## src/rtl/risc_core_datapath_pkg.sv

```systemverilog
// -----------------------------------------------------------------------------
// risc_core_datapath_pkg.sv
// Shared types for the RISC core datapath.
//   risc_pkg : machine word, register names, reset values of PC/SP.
//   alu_pkg  : ALU operation codes and the reserved extension-op field.
// No ports (packages only).
// -----------------------------------------------------------------------------
package risc_pkg;

  typedef logic [7:0] word;

  // Architectural registers, encoded as their register-file index.
  typedef enum logic [1:0] {
    ra = 2'd0,
    rb = 2'd1,
    rc = 2'd2,
    re = 2'd3
  } e_reg;

  localparam int  NUM_REGS = 4;
  localparam word PC_RESET = 8'h00;
  localparam word SP_RESET = 8'hFF;  // stack grows downward from the top of memory

endpackage : risc_pkg

package alu_pkg;

  typedef enum logic [2:0] {
    ALU_CPY = 3'd0,  // r = b
    ALU_ADD = 3'd1,  // r = a + b
    ALU_SUB = 3'd2,  // r = a - b
    ALU_AND = 3'd3,
    ALU_OR  = 3'd4,
    ALU_XOR = 3'd5,
    ALU_SHL = 3'd6,  // r = a << b[2:0]
    ALU_SHR = 3'd7   // r = a >> b[2:0], zero fill
  } e_alu_op;

  // Reserved for future ALU extensions; the current datapath ignores it.
  typedef enum logic [1:0] {
    ALU_EXT_NONE = 2'd0,
    ALU_EXT_1    = 2'd1,
    ALU_EXT_2    = 2'd2,
    ALU_EXT_3    = 2'd3
  } e_alu_ext_op;

endpackage : alu_pkg

```

## src/rtl/risc_core_datapath_if.sv

```systemverilog
// -----------------------------------------------------------------------------
// risc_core_datapath_if.sv
// Control/status bundle between the control unit (master) and the datapath
// (slave).
//   Control (master -> slave): rd, rs, imm, alu_op, alu_ex, reg_wr, pc_src,
//     rimm, alu_src, mem_to_reg, mem_data, sp_wr, mem_sp
//   Status  (slave -> master): pc, alu_out, mem_wr_data, alu_zero
// -----------------------------------------------------------------------------
interface risc_core_datapath_if;
  import risc_pkg::*;
  import alu_pkg::*;

  // control unit -> datapath
  e_reg        rd;          // destination / operand A / store-data register
  e_reg        rs;          // source / operand B register
  word         imm;         // immediate or jump target
  e_alu_op     alu_op;
  e_alu_ext_op alu_ex;      // reserved
  logic        reg_wr;      // write R[rd] at the clock edge
  logic        pc_src;      // 1: jump to imm
  logic        rimm;        // instruction is two bytes long
  logic        alu_src;     // 1: operand B = imm
  logic        mem_to_reg;  // 1: register write data = mem_data
  word         mem_data;    // memory read data
  logic        sp_wr;       // stack operation this cycle
  logic        mem_sp;      // 0 push, 1 pop

  // datapath -> control unit / memory
  word         pc;
  word         alu_out;
  word         mem_wr_data;
  logic        alu_zero;

  modport master (
    output rd, rs, imm, alu_op, alu_ex, reg_wr, pc_src, rimm, alu_src,
           mem_to_reg, mem_data, sp_wr, mem_sp,
    input  pc, alu_out, mem_wr_data, alu_zero
  );

  modport slave (
    input  rd, rs, imm, alu_op, alu_ex, reg_wr, pc_src, rimm, alu_src,
           mem_to_reg, mem_data, sp_wr, mem_sp,
    output pc, alu_out, mem_wr_data, alu_zero
  );

endinterface : risc_core_datapath_if

```

## src/rtl/risc_core_datapath_alu.sv

```systemverilog
// -----------------------------------------------------------------------------
// risc_core_datapath_alu.sv  (module alu)
// Combinational 8-bit ALU. All results wrap mod 256; no carry/overflow out.
//   a     in   operand A
//   b     in   operand B (shift amount is b[2:0])
//   op    in   operation (e_alu_op)
//   r     out  result
//   zero  out  r == 0
// -----------------------------------------------------------------------------
module alu
  import risc_pkg::*;
  import alu_pkg::*;
(
  input  word     a,
  input  word     b,
  input  e_alu_op op,
  output word     r,
  output logic    zero
);

  always_comb begin
    r = '0;
    case (op)
      ALU_CPY: r = b;
      ALU_ADD: r = a + b;
      ALU_SUB: r = a - b;
      ALU_AND: r = a & b;
      ALU_OR:  r = a | b;
      ALU_XOR: r = a ^ b;
      ALU_SHL: r = a << b[2:0];
      ALU_SHR: r = a >> b[2:0];
      default: r = '0;
    endcase
  end

  assign zero = (r == '0);

endmodule : alu

```

## src/rtl/risc_core_datapath_reg_file.sv

```systemverilog
// -----------------------------------------------------------------------------
// risc_core_datapath_reg_file.sv  (module reg_file)
// 4 x 8 register file: two combinational read ports, one write port.
//   clk  in   rising-edge clock
//   rst  in   asynchronous active-low reset, clears all registers
//   ra1  in   read address 1      rd1 out  R[ra1]
//   ra2  in   read address 2      rd2 out  R[ra2]
//   wa   in   write address       wd  in   write data
//   we   in   write enable, sampled at the rising edge
// Reads are asynchronous, so a register being written still reads its old
// value until the edge.
// -----------------------------------------------------------------------------
module reg_file
  import risc_pkg::*;
(
  input  logic clk,
  input  logic rst,
  input  e_reg ra1,
  input  e_reg ra2,
  output word  rd1,
  output word  rd2,
  input  e_reg wa,
  input  word  wd,
  input  logic we
);

  word r_regs [NUM_REGS];

  always_ff @(posedge clk or negedge rst) begin
    if (!rst) begin
      for (int i = 0; i < NUM_REGS; i++) begin
        r_regs[i] <= '0;
      end
    end else if (we) begin
      r_regs[wa] <= wd;
    end
  end

  assign rd1 = r_regs[ra1];
  assign rd2 = r_regs[ra2];

endmodule : reg_file

```

## src/rtl/risc_core_datapath.sv

```systemverilog
// -----------------------------------------------------------------------------
// risc_core_datapath.sv
// Single-cycle 8-bit datapath of the RISC core: program counter, stack
// pointer, register file, ALU and the operand/result muxes.
//   clk  in     rising-edge clock
//   rst  in     asynchronous active-low reset (pc=0x00, sp=0xFF, regs=0)
//   bus  slave  control inputs from the control unit, and the outputs
//               pc, alu_out (ALU result or stack address), mem_wr_data
//               (= R[rd]) and alu_zero (ALU result == 0)
// All outputs are combinational from current state and inputs.
// -----------------------------------------------------------------------------
module risc_core_datapath
  import risc_pkg::*;
(
  input  logic                  clk,
  input  logic                  rst,
  risc_core_datapath_if.slave   bus
);

  word  r_pc;
  word  r_sp;

  word  w_rd_data;
  word  w_rs_data;
  word  w_alu_b;
  word  w_alu_result;
  logic w_alu_zero;
  word  w_sp_inc;
  word  w_sp_dec;
  word  w_stack_addr;
  word  w_alu_out;
  word  w_wr_data;
  word  w_pc_step;
  word  w_pc_next;
  word  w_sp_next;
  logic w_unused_alu_ex;

  // The extension op is carried on the bus for future use only.
  assign w_unused_alu_ex = ^bus.alu_ex;

  // ---------------------------------------------------------------------------
  // Register file: port 1 serves rd (operand A, store data, write target),
  // port 2 serves rs (operand B).
  // ---------------------------------------------------------------------------
  reg_file u_reg_file (
    .clk (clk),
    .rst (rst),
    .ra1 (bus.rd),
    .ra2 (bus.rs),
    .rd1 (w_rd_data),
    .rd2 (w_rs_data),
    .wa  (bus.rd),
    .wd  (w_wr_data),
    .we  (bus.reg_wr)
  );

  // ---------------------------------------------------------------------------
  // ALU
  // ---------------------------------------------------------------------------
  assign w_alu_b = bus.alu_src ? bus.imm : w_rs_data;

  alu u_alu (
    .a    (w_rd_data),
    .b    (w_alu_b),
    .op   (bus.alu_op),
    .r    (w_alu_result),
    .zero (w_alu_zero)
  );

  // ---------------------------------------------------------------------------
  // Stack: sp points at the next free slot. A push stores at sp and then
  // decrements; a pop pre-increments and reads from the new sp, so the pop
  // address and the updated sp are the same value.
  // ---------------------------------------------------------------------------
  assign w_sp_inc     = r_sp + 8'd1;
  assign w_sp_dec     = r_sp - 8'd1;
  assign w_stack_addr = bus.mem_sp ? w_sp_inc : r_sp;
  assign w_sp_next    = bus.sp_wr ? (bus.mem_sp ? w_sp_inc : w_sp_dec) : r_sp;

  // The stack address shares the alu_out bus, so a stack op combined with a
  // register write (mem_to_reg=0) deposits the stack address into R[rd].
  assign w_alu_out = bus.sp_wr ? w_stack_addr : w_alu_result;
  assign w_wr_data = bus.mem_to_reg ? bus.mem_data : w_alu_out;

  // ---------------------------------------------------------------------------
  // Program counter: advances every cycle, by 2 when an immediate byte follows.
  // ---------------------------------------------------------------------------
  assign w_pc_step = bus.rimm ? 8'd2 : 8'd1;
  assign w_pc_next = bus.pc_src ? bus.imm : (r_pc + w_pc_step);

  always_ff @(posedge clk or negedge rst) begin
    if (!rst) begin
      r_pc <= PC_RESET;
      r_sp <= SP_RESET;
    end else begin
      r_pc <= w_pc_next;
      r_sp <= w_sp_next;
    end
  end

  // ---------------------------------------------------------------------------
  // Outputs
  // ---------------------------------------------------------------------------
  assign bus.pc          = r_pc;
  assign bus.alu_out     = w_alu_out;
  assign bus.mem_wr_data = w_rd_data;
  assign bus.alu_zero    = w_alu_zero;

endmodule : risc_core_datapath

```

## src/flat_wrapper.sv

```systemverilog
// flat-port wrapper written by rule: the top's interface ports become plain ports
module risc_core_datapath_flat import risc_pkg::*;
  (clk, rst, bus_rd, bus_rs, bus_imm, bus_alu_op, bus_alu_ex, bus_reg_wr, bus_pc_src, bus_rimm, bus_alu_src, bus_mem_to_reg, bus_mem_data, bus_sp_wr, bus_mem_sp, bus_pc, bus_alu_out, bus_mem_wr_data, bus_alu_zero);
  risc_core_datapath_if bus_i ();
  input  logic clk;
  input  logic rst;
  input wire logic [$bits(bus_i.rd)-1:0] bus_rd;
  input wire logic [$bits(bus_i.rs)-1:0] bus_rs;
  input wire logic [$bits(bus_i.imm)-1:0] bus_imm;
  input wire logic [$bits(bus_i.alu_op)-1:0] bus_alu_op;
  input wire logic [$bits(bus_i.alu_ex)-1:0] bus_alu_ex;
  input wire logic [$bits(bus_i.reg_wr)-1:0] bus_reg_wr;
  input wire logic [$bits(bus_i.pc_src)-1:0] bus_pc_src;
  input wire logic [$bits(bus_i.rimm)-1:0] bus_rimm;
  input wire logic [$bits(bus_i.alu_src)-1:0] bus_alu_src;
  input wire logic [$bits(bus_i.mem_to_reg)-1:0] bus_mem_to_reg;
  input wire logic [$bits(bus_i.mem_data)-1:0] bus_mem_data;
  input wire logic [$bits(bus_i.sp_wr)-1:0] bus_sp_wr;
  input wire logic [$bits(bus_i.mem_sp)-1:0] bus_mem_sp;
  output wire logic [$bits(bus_i.pc)-1:0] bus_pc;
  output wire logic [$bits(bus_i.alu_out)-1:0] bus_alu_out;
  output wire logic [$bits(bus_i.mem_wr_data)-1:0] bus_mem_wr_data;
  output wire logic [$bits(bus_i.alu_zero)-1:0] bus_alu_zero;
  assign bus_i.rd = bus_rd;
  assign bus_i.rs = bus_rs;
  assign bus_i.imm = bus_imm;
  assign bus_i.alu_op = bus_alu_op;
  assign bus_i.alu_ex = bus_alu_ex;
  assign bus_i.reg_wr = bus_reg_wr;
  assign bus_i.pc_src = bus_pc_src;
  assign bus_i.rimm = bus_rimm;
  assign bus_i.alu_src = bus_alu_src;
  assign bus_i.mem_to_reg = bus_mem_to_reg;
  assign bus_i.mem_data = bus_mem_data;
  assign bus_i.sp_wr = bus_sp_wr;
  assign bus_i.mem_sp = bus_mem_sp;
  assign bus_pc = bus_i.pc;
  assign bus_alu_out = bus_i.alu_out;
  assign bus_mem_wr_data = bus_i.mem_wr_data;
  assign bus_alu_zero = bus_i.alu_zero;
  risc_core_datapath u_core (.clk(clk), .rst(rst), .bus(bus_i));
endmodule
```

## config.mk

```make
export PLATFORM = sky130hd
export DESIGN_NAME = risc_core_datapath_flat
export DESIGN_NICKNAME = d
export VERILOG_FILES = /design/src/rtl/risc_core_datapath_pkg.sv /design/src/rtl/risc_core_datapath_if.sv /design/src/rtl/risc_core_datapath_alu.sv /design/src/rtl/risc_core_datapath_reg_file.sv /design/src/rtl/risc_core_datapath.sv /design/src/flat_wrapper.sv
export SDC_FILE = /design/constraint.sdc
export NUM_CORES = 1
export LEC_CHECK = 0
export BUFFER_PORTS_ARGS = -buffer_cell sky130_fd_sc_hd__buf_2
export CAP_MARGIN = 20
export CORE_ASPECT_RATIO = 1.5
export CORE_MARGIN = 2
export CORE_UTILIZATION = 35
export CTS_CLUSTER_SIZE = 30
export DETAILED_ROUTE_END_ITERATION = 8
export GPL_TIMING_DRIVEN = 1
export PLACE_DENSITY_LB_ADDON = 0.3
export SLEW_MARGIN = 10
export SYNTH_ARGS = -nofsm -noshare
export SYNTH_HDL_FRONTEND = slang
export SYNTH_SLANG_ARGS = --single-unit
```

## constraint.sdc

```tcl
create_clock -name clk -period 9.2 [get_ports clk]
set_input_delay 0 -clock clk [delete_from_list [all_inputs] [get_ports clk]]
set_output_delay 0 -clock clk [all_outputs]
set_load 0.03 [all_outputs]
```

==> out/qor.yml, run 1 <==
grt_usage_pct: 19.95
violations: "negative hold slack"
finalInstanceArea_um2: 5263
cp_cell_sequence: "dlygate4sd3_1, buf_2, nor2b_1, a221o_1, inv_1, nor2_1, a21oi_1, xnor2_1, ha_1, a21oi_1, o21ai_0, xor2_1, a211oi_1, o22ai_1, o21ai_0, inv_1, buf_2"
synth_nets: 616
synth_area_um2: 4683
hold_viol_final: 1
peakVddDrop_mv: 0.08792
dp_cells: 731
design.core.area_um2: 13020
htreeDepth: 2
num_rows: 51
hp-class: "primary input to flop"
drt-pass1-iter-count: 5
cts_inserted_buffers: 5
p_comb_share_pct: 56.3
dieWidth_um: 98.45
fp.dieArea_um2: 14340
antenna_cells: 0
root_buffer: "clkbuf_16"
postSynthCellCount: 551
yosysSeqAreaShare_pct: 25.86
yosysUniqueCellTypes: 69
slew_viol_final: 0
power_frac_seq_pct: 28.6
finalNonFillerCells: 747
slowest_stage: "o21ai_0"
slowest_delay_ps: 770
worst_slew_pin_slew_ps: 933.1
synth_edf_count: 0
cp-startpoint: "bus_imm[1]"
start_util_pct: 35.98
placed_cell_area_um2: 5015
pin_count: 59
die_h_um: 145.7
r2r_end: "u_core.u_reg_file.r_regs[31]$_DFFE_PN0P_"
p_total_mw: 1.228
insertion_delay_ps: 290
tns_ps: 0
cp_max_fo: 15
synth.ff_latch_count: 48
nets: 653
drive_above_1_share_pct: 18.03
whs_path_depth: 3
path_class: "primary input to primary output"
rsz0062_at_grt: "false"
clockBufferDepth: 2
cts_sinks: 48
power_switching_share_pct: 46.26
required_ps: 9200
drc: 0
post-cts-setup-buffers: 0
setup_violations: 0
hpwl_mm: 10.94
synth_top_flop_cell: "dfrtp_1"
grt_max_degree: 49
drt_iter0_drc: 212
cts_tree: "built"
hold_slack_ps: -3.381
rrSetupSlack_ps: 4300
maxCapViolations: 0
endpoint_kind: "primary output"
path_clk_slew_ps: 70
synthArstFlopShare_pct: 100.0
clkPwrFrac_pct: 15.2
arrival_ps: 5130
final.setup_skew_ps: 5.435
detail-route-antenna-nets: 0
startpoint_type: "primary input"
period_share_pct: 55.77
p_switching_mw: 0.5683
gp_congestion: 0.8963
overflow: 0
vias: 4359
hp-start: "bus_imm[7]"
fin_crit_ps: 5131
reg2regPathDepth: 15
power_density_nw_per_um2: 233.4
fillers: 1375
antenna_found_initial: 0
power.internal_mw: 0.6602
whs_endpoint: "u_core.bus.pc[7]$_DFF_PN0_"
status: "finished with violations"
drt_wl_total_mm: 14.42
synth.avg_cell_area_um2: 8.500
p_leak_nw: 2.295
routedWlPerCell_um: 19.30
numPortBuffers: 56
fmax_ghz: 0.1949
worstReg2RegStart: "u_core.u_reg_file.r_regs[9]$_DFFE_PN0P_"
slew_headroom_pct: 37.13
vias_per_cell: 5.835
grt_first_pass_wirelength_mm: 22.80
grt_pass1_vias: 4265
yosysWarnings: 0
area_growth_pct: 12.37
==> routing by layer <==
| layer | routed length, um | vias to the layer above | GRT usage [%] |
|---|---|---|---|
| met4 | 551 | 0 | 8.767 |
| met3 | 551 | 39 | 2.209 |
| met2 | 7750 | 130 | 36.80 |
| met1 | 5564 | 2115 | 22.80 |
| met5 | 0 | - | 0 |
| li1 | - | 2075 | - |
==> cell usage after synthesis, types with 3 or more instances <==
| library cell | n | area, um2 |
|---|---|---|
| ha_1 | 29 | 362.9 |
| mux2i_1 | 28 | 280.3 |
| nand4_1 | 5 | 31.28 |
| xor2_1 | 9 | 78.83 |
| clkbuf_1 | 22 | 82.58 |
| mux4_2 | 14 | 315.3 |
| inv_1 | 27 | 101.4 |
| o31ai_1 | 15 | 112.6 |
| nor2b_1 | 8 | 50.05 |
| a21oi_1 | 36 | 180.2 |
| xnor2_1 | 23 | 201.4 |
| buf_2 | 7 | 35.03 |
| mux2_2 | 8 | 90.09 |
| o211ai_1 | 6 | 45.04 |
| a211oi_1 | 7 | 52.55 |
| nand2_1 | 54 | 202.7 |
| o21a_1 | 3 | 22.52 |
| a21o_1 | 4 | 30.03 |
| nor2_1 | 53 | 198.9 |
| dfrtp_1 | 40 | 1001 |
| nand2b_1 | 5 | 31.28 |
| and3_1 | 10 | 62.56 |
| nand3_1 | 5 | 25.02 |
| o21ai_0 | 35 | 175.2 |
| nor3_1 | 11 | 55.05 |
| nor3b_1 | 5 | 37.54 |
| dfstp_2 | 8 | 210.2 |
| o22ai_1 | 7 | 43.79 |
| a31oi_1 | 12 | 75.07 |
| buf_1 | 5 | 18.77 |
==> registers in the layout, summed over array words and instances, names as in the netlist <==
register / count
u_core.u_reg_file.r_regs: 32
u_core.bus.pc: 8
u_core.r_sp: 8
==> through the flow <==
stage                     worst slack [ps]  util (%)
after detailed placement              4278     38.52
after floorplan                       5135         -
after global routing                  3787     40.43
after CTS                             4134     40.27
final                                 4069     40.43
after global placement                4381     38.52
==> power groups by stage <==
| stage | Clock, mW | Sequential, mW | Combinational [mW] |
|---|---|---|---|
| after floorplan | 0 | 0.342 | 0.505 |
| after global placement | 0 | 0.349 | 0.671 |
| after detailed placement | 0 | 0.353 | 0.684 |
| after CTS | 0.191 | 0.350 | 0.691 |
| after global routing | 0.198 | 0.361 | 0.755 |
| final | 0.186 | 0.351 | 0.691 |
==> worst max-delay path, delay by kind of cell <==
kind | cells | cell delay, ps
AND/OR/NAND/NOR | 2 | 770
buffers and inverters | 5 | 1350
XOR/XNOR | 2 | 340
AO/OA/AOI/OAI | 7 | 2340
adder cells (fa/ha/maj) | 1 | 310
==> worst max path at each step <==
stage	endpoint	slack [ps]	cells past startpoint
final	bus_alu_out[6]	4070	17
after global routing	bus_alu_out[6]	3790	17
after CTS	bus_alu_out[6]	4130	17
after detailed placement	u_core.u_reg_file.r_regs[31]$_DFFE_PN0P_	4280	16
after global placement	u_core.u_reg_file.r_regs[7]$_DFFE_PN0P_	4380	16
after floorplan	u_core.u_reg_file.r_regs[10]$_DFFE_PN0P_	5140	14
==> cell type report <==
class / count / area [um2] / share of cell area (%)
Clock buffer: 6 / 138.9 / 2.639
Timing Repair Buffer: 66 / 387.9 / 7.370
Clock inverter: 1 / 8.758 / 0.1664
Multi-Input combinational cell: 438 / 3208 / 60.96
Sequential cell: 48 / 1211 / 23.01
Tap cell: 159 / 198.9 / 3.780
Inverter: 29 / 108.9 / 2.068
==> cells in the final DEF, fill, tap and decap left out, types with 8 or more instances in the layout <==
cell / Yosys / final
o31ai_1: 15 / 15
dfrtp_1: 40 / 40
mux2_2: 8 / 8
nor2b_1: 8 / 8
xnor2_1: 23 / 23
inv_1: 27 / 27
nor3_1: 11 / 11
mux2i_1: 28 / 28
buf_2: 7 / 56
mux4_2: 14 / 14
o21ai_0: 35 / 35
and3_1: 10 / 10
nand2_1: 54 / 54
a21oi_1: 36 / 36
dfstp_2: 8 / 8
ha_1: 29 / 29
dlygate4sd3_1: 0 / 8
xor2_1: 9 / 9
a31oi_1: 12 / 12
nor2_1: 53 / 53
==> cell families after synthesis <==
kind of cell	after synthesis	synth area share, %
buf+inv	65	5.637
fa+ha+maj	31	8.603
simple gates	170	17.07
xor+xnor	32	5.985
flops	48	25.86
mux	51	15.12
compound gates	154	21.72
==> what timing repair did <==
item / in CTS / in global routing
hold buffers: 8 / 0
endpoints found under the setup margin: 0 / 0
resized for setup: 0 / 0
endpoints found under the hold margin: 47 / 0
Note: power is estimated with default switching activity, not from simulation.
==> run 2: changes to the inputs <==
--- a/config.mk
+++ b/config.mk
@@ -5,6 +5,7 @@
 export SDC_FILE = /design/constraint.sdc
 export NUM_CORES = 1
 export LEC_CHECK = 0
+export ABC_AREA = 1
 export BUFFER_PORTS_ARGS = -buffer_cell sky130_fd_sc_hd__buf_2
 export CAP_MARGIN = 20
 export CORE_ASPECT_RATIO = 1.5
==> constraint.sdc (replaced) <==
create_clock -name clk -period 4.2 [get_ports clk]
set_input_delay 0 -clock clk [delete_from_list [all_inputs] [get_ports clk]]
set_output_delay 0 -clock clk [all_outputs]
set_load 0.03 [all_outputs]
==> run 2 against run 1 <==
The flow now finishes without violations. Final cell count increased by 32%. Routed wire length up 6.9%. Design area increased by 5.4%. Register-to-register slack got worse by 3400 ps. Sequential cell count did not move. Count of clock-buffer cells in the layout fell by 1. Combinational power is 66% higher. Die area up 5.2%. Sequential power rose by 90%. First-iteration DRC count rose by 23%. Global-route usage grew 0.85 points. Critical path type is now flop to primary output. Largest power group unchanged.
==> out/qor.yml, run 2 <==
status: "completed"  # was finished with violations
setup_violations: 0  # unchanged
endpoint_kind: "primary output"  # unchanged
drc: 0  # unchanged
fmax_ghz: 0.2825
synth_edf_count: 0  # unchanged
vias_per_cell: 5.134  # was 5.835
p_total_mw: 2.290  # was 1.228 mW
slowest_delay_ps: 390  # was 770 ps
grt_max_degree: 49  # unchanged
final.setup_skew_ps: 7.041  # was 5.435 ps
synthArstFlopShare_pct: 100.0  # unchanged
fp.dieArea_um2: 15080  # was 14340 um2
drt_wl_total_mm: 15.41  # was 14.42 mm
power.internal_mw: 1.241  # was 0.6602 mW
maxCapViolations: 0  # unchanged
synth_top_flop_cell: "dfrtp_1"  # unchanged
tns_ps: 0  # unchanged
p_leak_nw: 2.933  # was 2.295 nW
root_buffer: "clkbuf_16"  # unchanged
synth.avg_cell_area_um2: 6.424  # was 8.500 um2
layout_commonest_cell: "nand2_1"  # was buf_2
cts_tree: "built"  # unchanged
whs_endpoint: "u_core.bus.pc[3]$_DFF_PN0_"  # was u_core.bus.pc[7]$_DFF_PN0_
post-cts-setup-buffers: 0  # unchanged
pin_count: 59  # unchanged
postSynthCellCount: 768  # was 551
overflow: 0  # unchanged
synth_nets: 833  # was 616
hold_viol_final: 0  # was 1
power_switching_share_pct: 45.80  # was 46.26%
path_clk_slew_ps: 70  # about the same
cts_sinks: 48  # unchanged
hp-start: "bus_imm[3]"  # was bus_imm[7]
start_util_pct: 35.43  # was 35.98%
synth_area_leaders: "dfrtp_1 20%, nand2_1 18%, nand3_1 8.2%"  # was dfrtp_1 21%, ha_1 7.7%, mux4_2 6.7%
clkPwrFrac_pct: 20.5  # was 15.2%
power_density_nw_per_um2: 412.9  # was 233.4 nW/um2
numPortBuffers: 56  # unchanged
htreeDepth: 2  # unchanged
worst_slew_pin_slew_ps: 1136  # was 933.1 ps
largest_reg_flops: 32  # unchanged
vias: 5072  # was 4359
r2r_end: "u_core.u_reg_file.r_regs[11]$_DFFE_PN0P_"  # was u_core.u_reg_file.r_regs[31]$_DFFE_PN0P_
required_ps: 4200  # was 9200 ps
cts_hold_buf: 6  # was 8
synth_area_um2: 4933  # was 4683 um2
synth.top_cell.area_share_pct: 20.29  # was 21.37%
largest_register: "u_core.u_reg_file.r_regs"  # unchanged
power_frac_seq_pct: 29.1  # was 28.6%
hp-class: "primary input to flop"  # unchanged
final_cell_mix: "243 x nand2_1, 93 x inv_1, 81 x nand3_1"  # was 56 x buf_2, 54 x nand2_1, 53 x nor2_1
worstReg2RegStart: "u_core.u_reg_file.r_regs[17]$_DFFE_PN0P_"  # was u_core.u_reg_file.r_regs[9]$_DFFE_PN0P_
fin_crit_ps: 3540
die_h_um: 149.4  # was 145.7 um
insertion_delay_ps: 300  # was 290 ps
grt_usage_pct: 20.80  # was 19.95%
path_class: "flop to primary output"  # was primary input to primary output
routedWlPerCell_um: 15.60  # was 19.30 um
reg2regPathDepth: 19  # was 15
cp_cell_sequence: "inv_1, nand2_1, nand3_1, nand3_1, nand2_1, ha_1, o21ai_0, ha_1, a21oi_1, o21bai_1, or2_2, nand3_1, o2111ai_1, a21oi_1, nand3_1, nand2_1, nand4_1, nor2_1, buf_2"  # was dlygate4sd3_1, buf_2, nor2b_1, a221o_1, inv_1, nor2_1, a21oi_1, xnor2_1, ha_1, a21oi_1, o21ai_0, xor2_1, a211oi_1, o22ai_1, o21ai_0, inv_1, buf_2
drt_iter0_drc: 260  # was 212
design.core.area_um2: 13930  # was 13020 um2
yosysWarnings: 0  # unchanged
num_rows: 53  # was 51
period_share_pct: 84.29
grt_pass1_vias: 4833  # was 4265
dieWidth_um: 100.9  # was 98.45 um
startpoint_type: "flop"  # was primary input
yosysMostFrequentCell: "nand2_1"  # unchanged
rsz0062_at_grt: "false"  # unchanged
nets: 887  # was 653
detail-route-antenna-nets: 0  # unchanged
slew_viol_final: 0  # unchanged
antenna_found_initial: 0  # unchanged
grt_first_pass_wirelength_mm: 24.23  # was 22.80 mm
p_comb_share_pct: 50.4  # was 56.3%
yosysSeqAreaShare_pct: 24.55  # was 25.86%
slowest_stage: "dfrtp_1"  # was o21ai_0
area_growth_pct: 12.43  # was 12.37%
peakVddDrop_mv: 0.1787  # was 0.08792 mV
synth_top_cell_by_area: "dfrtp_1"  # unchanged
yosysUniqueCellTypes: 47  # was 69
slew_headroom_pct: 23.96  # was 37.13%
drive_above_1_share_pct: 17.50  # was 18.03%
hpwl_mm: 12.24  # was 10.94 mm
gp_congestion: 0.9811  # was 0.8963
crit_top_cell: "nand3_1"
cp_max_fo: 3  # was 15
p_switching_mw: 1.049  # was 0.5683 mW
antenna_cells: 0  # unchanged
drt-pass1-iter-count: 4  # was 5
cts_resized: 0  # unchanged
crit_family: "simple AND/OR/NAND/NOR gates"  # was compound AO/OA/AOI/OAI gates
synth_commonest_cells: "243 x nand2_1, 93 x inv_1, 81 x nand3_1"  # was 54 x nand2_1, 53 x nor2_1, 40 x dfrtp_1
clockBufferDepth: 2  # unchanged
whs_path_depth: 3  # unchanged
synth.ff_latch_count: 48  # unchanged
cp_num_buf_inv: 2  # was 5
rrSetupSlack_ps: 900  # was 4300 ps
arrival_ps: 3540  # was 5130 ps
cts_inserted_buffers: 5  # unchanged
==> run 2: cell count changes in the layout (fill, tap and decap cells not counted), moves of 10 or more <==
| cell | before | now |
|---|---|---|
| a21oi_1 | 36 | 25 |
| or2_2 | 2 | 15 |
| nand3_2 | 0 | 18 |
| inv_1 | 27 | 93 |
| nand2_1 | 54 | 243 |
| mux2i_1 | 28 | 0 |
| nand3_1 | 5 | 81 |
| mux4_2 | 14 | 0 |
| o31ai_1 | 15 | 1 |
| xnor2_1 | 23 | 2 |
| and3_1 | 10 | 0 |
| o21ai_1 | 1 | 13 |
==> run 2: layer usage <==
metal / vias to the layer above / routed length (um) / GRT usage (%)
met4: 0 / 567 / 8.514
met2: 128 / 7826 / 37.17
met1: 2313 / 6331 / 24.55
met3: 27 / 686 / 3.093
met5: - / 0 / 0
li1: 2604 / - / -
==> run 2: worst max-delay path by stage <==
stage	start	slack, ps	depth (start not counted)	end
2_1_floorplan	u_core.u_reg_file.r_regs[0]$_DFFE_PN0P_	1150	19	bus_alu_zero
3_3_place_gp	bus_rs[0]	870	25	u_core.u_reg_file.r_regs[14]$_DFFE_PN0P_
3_5_place_dp	bus_rs[0]	870	25	u_core.u_reg_file.r_regs[14]$_DFFE_PN0P_
4_1_cts	u_core.u_reg_file.r_regs[25]$_DFFE_PN0P_	670	19	bus_alu_zero
5_1_grt	u_core.u_reg_file.r_regs[0]$_DFFE_PN0P_	320	24	bus_alu_zero
6_report	u_core.u_reg_file.r_regs[17]$_DFFE_PN0P_	660	19	bus_alu_zero
==> run 2: kinds of logic after synthesis <==
group,Yosys count,synth area share (%)
flip-flops,48,24.55
adder cells (fa/ha/maj),31,8.166
AO/OA/AOI/OAI,105,12.48
buffers and inverters,126,11.18
AND/OR/NAND/NOR,445,41.31
XOR/XNOR,13,2.308
==> run 2: power by group through the flow <==
stage | Clock, mW | Combinational, mW | Sequential (mW)
floorplan | 0 | 0.853 | 0.666
global placement | 0 | 1.13 | 0.672
detailed placement | 0 | 1.14 | 0.675
CTS | 0.477 | 1.15 | 0.667
global route | 0.493 | 1.30 | 0.683
finish | 0.470 | 1.15 | 0.667
==> run 2: final cells by class <==
class | count | area, um2
Clock buffer | 5 | 125.1
Clock inverter | 3 | 42.54
Fill cell | 1546 | 8379
Inverter | 104 | 400.4
Multi-Input combinational cell | 594 | 3171
Sequential cell | 48 | 1211
Tap cell | 165 | 206.4
Timing Repair Buffer | 69 | 390.4
==> run 2: stage by stage <==
stage          utilization (%)  cells  instance area (um2)  hold WS (ps)  setup slack [ps]
6_report                 39.83    988                 5547         6.533             659.9
4_1_cts                  39.79    987                 5542         4.976             674.9
3_5_place_dp             38.16    973                 5314         150.2             866.1
3_3_place_gp             38.16    973                 5314         148.4             873.8
5_1_grt                  39.83    988                 5547         23.92             318.3
2_1_floorplan                -    768                 4933        -295.6              1155
==> run 2: tightest hold or removal path: cells and delay by family <==
family / cells / cell delay [ps]
buffers and inverters: 2 / 160
AOI/OAI and AO/OA: 1 / 90
